==> src/rtl/ctrl_packet_encoder.sv <==
// ctrl_packet_encoder
//   Turns decoded accelerator commands into 30-bit control packets.
//   Accepted commands are classified as follows:
//     - Commands with valid==0 are discarded silently.
//     - Commands with op_code 3'b110 or 3'b111 are discarded, and drop_err
//       pulses on the following cycle.
//     - All other commands are encoded and queued behind one output
//       register stage.
//
// Ports
//   clk         single clock, rising edge
//   rst         asynchronous, active-high reset
//   in_valid    decoded command offered
//   in_ready    command can be accepted (FIFO not full)
//   in_ctrl     decoded command, 29 bits:
//               {valid, unit_id[7:0], src_unit_id[7:0], op_code[2:0],
//                comp_type[1:0], addr[3:0], size[2:0]}
//   out_valid   encoded packet available
//   out_ready   downstream accepts packet
//   out_packet  encoded packet, 30 bits:
//               {unit_id[7:0], src_unit_id[7:0], ctrl[5:0], config[7:0]}
//   drop_err    one-cycle pulse, illegal op_code discarded
//   fifo_count  entries held in the FIFO (output register not included)
//   pkt_count   packets delivered since reset, wraps at 16 bits
module ctrl_packet_encoder #(
  parameter int FIFO_DEPTH = 4
) (
  input  logic                          clk,
  input  logic                          rst,
  input  logic                          in_valid,
  output logic                          in_ready,
  input  logic [28:0]                   in_ctrl,
  output logic                          out_valid,
  input  logic                          out_ready,
  output logic [29:0]                   out_packet,
  output logic                          drop_err,
  output logic [$clog2(FIFO_DEPTH):0]   fifo_count,
  output logic [15:0]                   pkt_count
);

  localparam int AW = $clog2(FIFO_DEPTH);
  localparam int CW = AW + 1;
  localparam logic [CW-1:0] DEPTH_C = CW'(FIFO_DEPTH);

  localparam logic [2:0] OP_COPY    = 3'd4;
  localparam logic [2:0] OP_ADD_VEC = 3'd5;

  // Packet layout:
  //   ctrl   = {op_code, comp_type, 1}
  //   config = {addr, size, parity}
  // The parity bit makes ctrl plus config carry an even number of ones.
  function automatic logic [29:0] f_encode(input logic [28:0] c);
    logic [5:0] v_ctrl;
    logic [6:0] v_cfg_hi;
    logic [7:0] v_src;
    v_ctrl   = {c[11:9], c[8:7], 1'b1};
    v_src    = (c[11:9] == OP_COPY || c[11:9] == OP_ADD_VEC) ? c[19:12] : c[27:20];
    v_cfg_hi = {c[6:3], c[2:0]};
    return {c[27:20], v_src, v_ctrl, v_cfg_hi, ^{v_ctrl, v_cfg_hi}};
  endfunction

  logic [29:0]   r_mem [FIFO_DEPTH];
  logic [AW-1:0] r_wr_ptr;
  logic [AW-1:0] r_rd_ptr;
  logic [CW-1:0] r_count;
  logic          r_out_valid;
  logic [29:0]   r_out_packet;
  logic          r_drop;
  logic [15:0]   r_pkt_count;

  logic          w_acc;
  logic          w_illegal;
  logic          w_legal;
  logic          w_out_free;
  logic          w_pop;
  logic          w_bypass;
  logic          w_push;
  logic [29:0]   w_enc;

  assign in_ready   = (r_count < DEPTH_C);
  assign w_acc      = in_valid && in_ready;
  assign w_illegal  = (in_ctrl[11:10] == 2'b11);
  assign w_legal    = w_acc && in_ctrl[28] && !w_illegal;
  assign w_enc      = f_encode(in_ctrl);

  // The output register can take new data when it is empty or is being
  // consumed this cycle.
  assign w_out_free = !r_out_valid || out_ready;
  assign w_pop      = w_out_free && (r_count != '0);

  // With an empty FIFO, a legal command goes straight to the output
  // register. This gives one-cycle latency. Ordering is preserved because
  // the bypass is only taken when nothing is queued ahead of the command.
  assign w_bypass   = w_out_free && (r_count == '0) && w_legal;
  assign w_push     = w_legal && !w_bypass;

  // FIFO storage holds data only, so it needs no reset.
  always_ff @(posedge clk) begin
    if (w_push) r_mem[r_wr_ptr] <= w_enc;
  end

  always_ff @(posedge clk or posedge rst) begin
    if (rst) begin
      r_wr_ptr     <= '0;
      r_rd_ptr     <= '0;
      r_count      <= '0;
      r_out_valid  <= 1'b0;
      r_out_packet <= '0;
      r_drop       <= 1'b0;
      r_pkt_count  <= '0;
    end else begin
      r_drop <= w_acc && in_ctrl[28] && w_illegal;

      // FIFO_DEPTH is a power of two, so pointer wrap is natural overflow.
      if (w_push) r_wr_ptr <= r_wr_ptr + 1'b1;
      if (w_pop)  r_rd_ptr <= r_rd_ptr + 1'b1;

      case ({w_push, w_pop})
        2'b10:   r_count <= r_count + 1'b1;
        2'b01:   r_count <= r_count - 1'b1;
        default: r_count <= r_count;
      endcase

      if (w_pop) begin
        r_out_packet <= r_mem[r_rd_ptr];
        r_out_valid  <= 1'b1;
      end else if (w_bypass) begin
        r_out_packet <= w_enc;
        r_out_valid  <= 1'b1;
      end else if (w_out_free) begin
        r_out_valid  <= 1'b0;
      end

      if (r_out_valid && out_ready) r_pkt_count <= r_pkt_count + 16'd1;
    end
  end

  assign out_valid  = r_out_valid;
  assign out_packet = r_out_packet;
  assign drop_err   = r_drop;
  assign fifo_count = r_count;
  assign pkt_count  = r_pkt_count;

endmodule

==> config.mk <==
export PLATFORM = sky130hd
export DESIGN_NAME = ctrl_packet_encoder
export DESIGN_NICKNAME = d
export VERILOG_FILES = /design/src/rtl/ctrl_packet_encoder.sv
export SDC_FILE = /design/constraint.sdc
export NUM_CORES = 1
export LEC_CHECK = 0
export ABC_AREA = 1
export CORE_MARGIN = 2
export CORE_UTILIZATION = 35
export DETAILED_ROUTE_END_ITERATION = 10
export MAX_ROUTING_LAYER = met4
export PLACE_DENSITY = 0.56
export REMOVE_ABC_BUFFERS = 1
export SLEW_MARGIN = 40
export SYNTH_ARGS = -nofsm -noshare
export SYNTH_HDL_FRONTEND = slang
export SYNTH_SLANG_ARGS = --single-unit
==> constraint.sdc <==
create_clock -name clk -period 3.2 [get_ports clk]
set_input_delay 0.32 -clock clk [delete_from_list [all_inputs] [get_ports clk]]
set_output_delay 0.32 -clock clk [all_outputs]
set_load 0.05 [all_outputs]
==> metrics.md, run 1 <==
| Metric | Value |
|---|---|
| Static leakage | `3.44 nW` |
| Post-synth top area share | `approximately 48%` |
| Synth Instances | `~660` |
| Vias/cell | `4.82` |
| H-tree levels | `4` |
| Max cap viols | `0` |
| Post-DP HPWL | `9820 µm` |
| Post-CTS Setup Inserts | `0` |
| WL final | `16500 µm` |
| PostCTS Resize Cnt | `0` |
| # setup viols final | `0` |
| Die H | `148 µm` |
| TritonCTS Sinks | `about 170` |
| Post-synth cell types | `35` |
| Max frequency | `~420 MHz` |
| Vias in the first global route | `4850` |
| ANT nets after route | `0` |
| Minimum clock period | `2.36 ns` |
| Slew headroom | `49.4%` |
| Hold WC Path Type | `in2async` |
| Largest net degree at the start of global routing | `60` |
| Clk root buf | `clkbuf_16` |
| Clock latency on the worst-skew pair | `roughly 0.43 ns` |
| Most frequent CP cell | `nand2_1` |
| Switching power | `between 3 and 4 mW` |
| NumNets Final | `786` |
| Sw frac | `40.0%` |
| CP Capture Type | `flip-flop` |
| Cell taking the most area after synthesis | `edfxtp_1` |
| VDD IR max | `roughly 0.54 mV` |
| Post-route insts no fill | `between 1000 and 1500` |
| Final worst-path cycle share | `73.9%` |
| Synth-to-Final Area Change | `24.1%` |
| Port Buffers | `84` |
| Internal | `slightly above 5 mW` |
| Die X-Extent | `148 µm` |
| Slew at the pin closest to its max-slew limit | `0.758 ns` |
| Global-route wire length before repair | `26100 µm` |
| Dpl cells | `about 1000` |
| Clock Path Buffers | `2` |
| Total global routing overflow | `0` |
| Share of layout cells above drive strength 1 | `10.1%` |
| Sequential share of the synthesized area | `66.6%` |
| Largest stage delay on the critical path | `0.66 ns` |
| Signal arrival time at the worst endpoint | `2.66 ns` |
| Via count | `4960` |
| Hold_ws | `0.317 ns` |
| CP required | `3.50 ns` |
| 1st-iter DRT viols | `249` |
| Clock slew at reported path FFs | `0.06 ns` |
| Share of total power in sequential cells | `35.2%` |
| DR pass1 iterations | `5` |
| Unrepaired setup endpoints after global routing | `false` |
| Hold_buf cts | `0` |
| Initial antenna violation count | `0` |
| Die Area | `approximately 22000 µm²` |
| Top cells by area, synth | `edfxtp_1 (48%), dfrtp_1 (19%), nor2_1 (6.4%)` |
| CTS Buf Count | `17` |
| Crit start category | `input port` |
| Outcome | `finished clean` |
| Routability cong. | `0.729` |
| Clock Skew | `~0.0076 ns` |
| DRC | `0` |
| Maximum fanout along the worst path | `8` |
| CTS tree | `done` |
| Critical path class | `in2reg` |
| Tot GR Track Use | `16.1%` |
| Combinational Power Share | `roughly two fifths` |
| IO Count | `85` |
| Post-synth design cell area | `7290 µm²` |
| Crit path cell chain | `clkdlybuf4s50_1 > nand2_1 > nand4_1 > inv_2 > nand2_1 > ha_1 > inv_1 > fa_1 > a21oi_1 > o21ai_0 > xor2_1` |
| Std-Cell Rows | `52` |
| Hold Fails Final Rpt | `0` |
| Portion of total power attributed to the clock network | `around 25%` |
| # diodes | `0` |
| Core ar. | `20400 µm²` |
| Synth Warn # | `0` |
| Starting density of the core | `between 30% and 40%` |
| Avg WL per Cell | `approximately 16 µm` |
| Final Max Tran Viols | `0` |
| Power per cell area | `948 nW/µm²` |
| Slowest CP cell | `clkdlybuf4s50_1` |
| Post-synthesis average cell area | `11.1 µm²` |
| FF+latch count, synth | `171` |
flip-flops by register name, summed over array words and instances (netlist names):
register,flops
out_valid,1
r_mem,116
pkt_count,16
r_wr_ptr,2
drop_err,1
r_rd_ptr,2
out_packet,30
fifo_count,3
layout make-up:
type / instances / area, µm²
Clock buffer: 25 / 561
Inverter: 36 / 143
Tap cell: 270 / 338
Multi-Input combinational cell: 423 / 2140
Clock inverter: 7 / 70.1
Fill cell: 1883 / 11300
Sequential cell: 171 / 4860
Timing Repair Buffer: 97 / 938
worst paths after layout:
path                               start            end  slack, ns  depth (start not counted)
min in group clk           out_packet[8]  out_packet[8]       0.47                          1
max                          in_ctrl[11]  fifo_count[2]       0.84                         11
max reg2reg                    out_valid  fifo_count[2]       1.03                          9
max in group asynchronous            rst  out_packet[4]       2.27                          3
min reg2reg                out_packet[8]  out_packet[8]       0.47                          1
min                                  rst  pkt_count[12]       0.32                          2
synthesized netlist by cell type (all sizes together):
cell type    n
a21oi       40
a31oi        1
buf         21
clkbuf       8
dfrtp       55
edfxtp     116
fa           1
ha           6
inv         36
mux2         9
nand2       97
nand3       16
nand4        2
nor2       130
nor3         3
o211ai      16
o21ai       82
o22ai        1
or2          2
xnor2        7
xor2        10
critical path, delay by kind of cell:
| kind | cells | cell delay [ns] |
|---|---|---|
| AND/OR/NAND/NOR | 3 | 0.58 |
| XOR/XNOR | 1 | 0.15 |
| AO/OA/AOI/OAI | 2 | 0.25 |
| adder cells (fa/ha/maj) | 2 | 0.58 |
| buffers and inverters | 3 | 0.78 |
cells by family after synthesis:
logic type,after synthesis,share of synthesized area [%]
AND/OR/NAND/NOR,250,14.1
XOR/XNOR,17,2.04
multiplexers,9,1.39
AO/OA/AOI/OAI,140,10.3
buffers and inverters,65,4.19
adder cells (fa/ha/maj),7,1.30
flip-flops,171,66.6
per-stage QoR:
| stage | total power [mW] | setup TNS [ns] | worst slack (ns) | cell area (µm²) | util (%) |
|---|---|---|---|---|---|
| 6_report | 8.58 | 0 | 0.836 | 9050 | 44.4 |
| 3_3_place_gp | 6.46 | 0 | 0.453 | 8410 | 41.3 |
| 4_1_cts | 8.69 | 0 | 0.841 | 9050 | 44.4 |
| 5_1_grt | 9.10 | 0 | 0.584 | 9050 | 44.4 |
| 3_5_place_dp | 6.53 | 0 | 0.396 | 8420 | 41.3 |
| 2_1_floorplan | 5.31 | -0.0762 | -0.0762 | 7130 | - |
placed cells by master, fill, tap and decap left out, types with 21 or more instances in the layout:
cell type and instances:
edfxtp_1 116, clkbuf_16 21, o21ai_1 29, nor2_1 121
inv_1 30, a21oi_1 40, nand2_1 92, dfrtp_1 54
o21ai_0 52, clkdlybuf4s50_1 84
layer usage:
| metal | part of all wire, % | up-vias | global-route usage (%) | routed length (µm) |
|---|---|---|---|---|
| met2 | 50 | 98 | 26.5 | 8310 |
| met3 | 3.4 | 21 | 2.61 | 569 |
| li1 | - | 2429 | - | - |
| met1 | 45 | 2412 | 20.0 | 7410 |
| met4 | 1.6 | 0 | 6.33 | 263 |
| met5 | 0 | - | - | 0 |
power by group through the flow:
stage	Combinational [mW]	Clock, mW	Sequential [mW]
floorplan	1.40	0	3.91
global placement	3.41	0	3.05
detailed placement	3.46	0	3.07
CTS	3.47	2.19	3.03
global route	3.76	2.27	3.07
finish	3.42	2.13	3.02
Note: power is estimated with default switching activity, not from simulation.
==> run 2, diff against run 1 <==
--- a/config.mk
+++ b/config.mk
@@ -10,7 +10,7 @@
 export CORE_UTILIZATION = 35
 export DETAILED_ROUTE_END_ITERATION = 10
 export MAX_ROUTING_LAYER = met4
-export PLACE_DENSITY = 0.56
+export PLACE_DENSITY = 0.58
 export REMOVE_ABC_BUFFERS = 1
 export SLEW_MARGIN = 40
 export SYNTH_ARGS = -nofsm -noshare
==> constraint.sdc (replaced) <==
create_clock -name clk -period 2.05 [get_ports clk]
set_input_delay 0.205 -clock clk [delete_from_list [all_inputs] [get_ports clk]]
set_output_delay 0.205 -clock clk [all_outputs]
set_load 0.05 [all_outputs]
==> metrics.md, run 2 (synthesized netlist as in run 1, its figures left out) <==
| Metric | Value |
|---|---|
| Outcome | `finished clean (unchanged)` |
| Post-DP HPWL | `10400 µm (was 9820 µm)` |
| VDD IR max | `0.638 mV (was 0.539 mV)` |
| DR pass1 iterations | `6 (was 5)` |
| Share of layout cells above drive strength 1 | `12.0% (was 10.1%)` |
| Final Max Tran Viols | `0 (unchanged)` |
| R2r startpoint | `fifo_count[0] (was out_valid)` |
| Port Buffers | `84 (unchanged)` |
| Avg WL per Cell | `15.8 µm (was 16.1 µm)` |
| PostCTS Resize Cnt | `0 (unchanged)` |
| Dpl cells | `1012 (was 997)` |
| Starting density of the core | `35.8% (unchanged)` |
| Largest stage delay on the critical path | `0.82 ns (was 0.66 ns)` |
| Total global routing overflow | `0 (unchanged)` |
| Setup TNS Final | `0 ns (unchanged)` |
| Post-route insts no fill | `1044 (was 1029)` |
| Combinational Power Share | `42.7% (was 39.9%)` |
| Clock Path Buffers | `2 (unchanged)` |
| H-tree levels | `4 (unchanged)` |
| Clock Skew | `0.00932 ns (was 0.00760 ns)` |
| Sw frac | `41.1% (was 40.0%)` |
| Portion of total power attributed to the clock network | `22.3% (was 24.9%)` |
| Signal arrival time at the worst endpoint | `1.77 ns (was 2.66 ns)` |
| Power per cell area | `1440 nW/µm² (was 948 nW/µm²)` |
| Routability cong. | `0.800 (was 0.729)` |
| Largest net degree at the start of global routing | `60 (unchanged)` |
| DRC | `0 (unchanged)` |
| Total Power | `13.2 mW (was 8.58 mW)` |
| NumNets Final | `801 (was 786)` |
| Crit path buffers/inverters | `2 (was 3)` |
| Hold WC Path Type | `in2async (unchanged)` |
| Unrepaired setup endpoints after global routing | `false (unchanged)` |
| Setup WS post-layout | `0.0748 ns (was 0.836 ns)` |
| Clock latency on the worst-skew pair | `0.43 ns (about the same)` |
| Most frequent cells in the layout | `nor2_1 (121), edfxtp_1 (116), nand2_1 (92), clkdlybuf4s50_1 (84), dfrtp_1 (54) (unchanged)` |
| Die Area | `22000 µm² (unchanged)` |
| Hold Fails Final Rpt | `0 (unchanged)` |
| Internal | `7.78 mW (was 5.15 mW)` |
| ANT nets after route | `0 (unchanged)` |
| Minimum clock period | `1.98 ns` |
| Slew at the pin closest to its max-slew limit | `0.544 ns (was 0.758 ns)` |
| CP Capture Type | `output pin (was flip-flop)` |
| Via count | `4996 (was 4960)` |
| Vias in the first global route | `5012 (was 4850)` |
| Clk root buf | `clkbuf_16 (unchanged)` |
| Pre-CTS setup slack | `-0.149 ns (was 0.396 ns)` |
| CP required | `1.85 ns (was 3.50 ns)` |
| Final worst-path cycle share | `96.4%` |
| Largest Register | `r_mem (unchanged)` |
| Max frequency | `506 MHz` |
| CP top delay family | `buffers and inverters (unchanged)` |
| Hold_buf cts | `0 (unchanged)` |
| Hold_ws | `0.139 ns (was 0.317 ns)` |
| Synth-to-Final Area Change | `26.0% (was 24.1%)` |
| WL final | `16500 µm (about the same)` |
| Die X-Extent | `148 µm (unchanged)` |
| Initial antenna violation count | `0 (unchanged)` |
| Clock slew at reported path FFs | `0.06 ns (about the same)` |
| # setup viols final | `0 (unchanged)` |
| Number of flip-flops in the largest register | `116 (unchanged)` |
| Critical path class | `reg2out (was in2reg)` |
| Crit start category | `flip-flop (was input port)` |
| Die H | `148 µm (unchanged)` |
| IO Count | `85 (unchanged)` |
| Slowest CP cell | `clkdlybuf4s50_1 (unchanged)` |
| # diodes | `0 (unchanged)` |
| 1st-iter DRT viols | `326 (was 249)` |
| TritonCTS Sinks | `171 (unchanged)` |
| Crit path cell chain | `inv_2 > clkdlybuf4s50_1 (was clkdlybuf4s50_1 > nand2_1 > nand4_1 > inv_2 > nand2_1 > ha_1 > inv_1 > fa_1 > a21oi_1 > o21ai_0 > xor2_1)` |
| Global-route wire length before repair | `26600 µm (was 26100 µm)` |
| Vias/cell | `4.79 (was 4.82)` |
| Commonest non-fill, non-tap cell in the layout | `nor2_1 (unchanged)` |
| Slew headroom | `63.6% (was 49.4%)` |
| Switching power | `5.43 mW (was 3.43 mW)` |
| Static leakage | `3.50 nW (was 3.44 nW)` |
| Max cap viols | `0 (unchanged)` |
| CTS Buf Count | `17 (unchanged)` |
| Share of total power in sequential cells | `35.0% (was 35.2%)` |
| Tot GR Track Use | `16.2% (was 16.1%)` |
| Post-CTS Setup Inserts | `0 (unchanged)` |
| Std-Cell Rows | `52 (unchanged)` |
| Core ar. | `20400 µm² (unchanged)` |
| Maximum fanout along the worst path | `6 (was 8)` |
| CTS tree | `done (unchanged)` |
| Crit path from | `fifo_count[2] (was in_ctrl[11])` |
run 2: changes by cell type in the layout (fill, tap and decap cells not counted):
cell        change
buf_4           +6
bufinv_16       -1
clkbuf_16       -4
clkinv_1        +1
clkinv_2        +1
buf_12          +9
inv_2           +1
inv_4           -3
clkinv_4        +1
clkinvlp_4      +3
inv_6           +3
clkbuf_1        -2
run 2: layout make-up:
| type | instances | area, µm² |
|---|---|---|
| Timing Repair Buffer | 112 | 1160 |
| Fill cell | 1865 | 11200 |
| Multi-Input combinational cell | 423 | 2140 |
| Sequential cell | 171 | 4860 |
| Clock inverter | 13 | 93.8 |
| Tap cell | 270 | 338 |
| Inverter | 36 | 140 |
| Clock buffer | 19 | 453 |
run 2: metal layers:
| layer | vias up | GRT usage [%] | routed length, µm |
|---|---|---|---|
| met2 | 100 | 26.7 | 8400 |
| met1 | 2420 | 19.9 | 7360 |
| li1 | 2462 | - | - |
| met4 | 0 | 5.86 | 137 |
| met3 | 14 | 3.13 | 646 |
| met5 | - | - | 0 |
run 2: path summary, 6_finish.rpt:
kind,cells past startpoint,endpoint,slack [ns]
worst max-delay path,2,in_ready,0.07
worst min-delay path,2,pkt_count[15],0.14
worst max register to register,9,fifo_count[2],0.16
worst min register to register,1,out_packet[8],0.47
max in group asynchronous,3,r_rd_ptr[0],1.38
min in group clk,3,drop_err,0.38
run 2: power by group through the flow:
stage / registers (mW) / logic, mW / clock network [mW]
floorplan: 6.10 / 2.18 / 0
global placement: 4.67 / 5.60 / 0
detailed placement: 4.69 / 5.73 / 0
CTS: 4.62 / 5.75 / 3.04
global route: 4.69 / 6.20 / 3.17
finish: 4.62 / 5.64 / 2.95
run 2: stage by stage:
stage | cell area, µm² | util, %
6_report | 9190 | 45.1
5_1_grt | 9190 | 45.1
4_1_cts | 9190 | 45.1
3_5_place_dp | 8640 | 42.4
3_3_place_gp | 8640 | 42.4
2_1_floorplan | 7130 | -
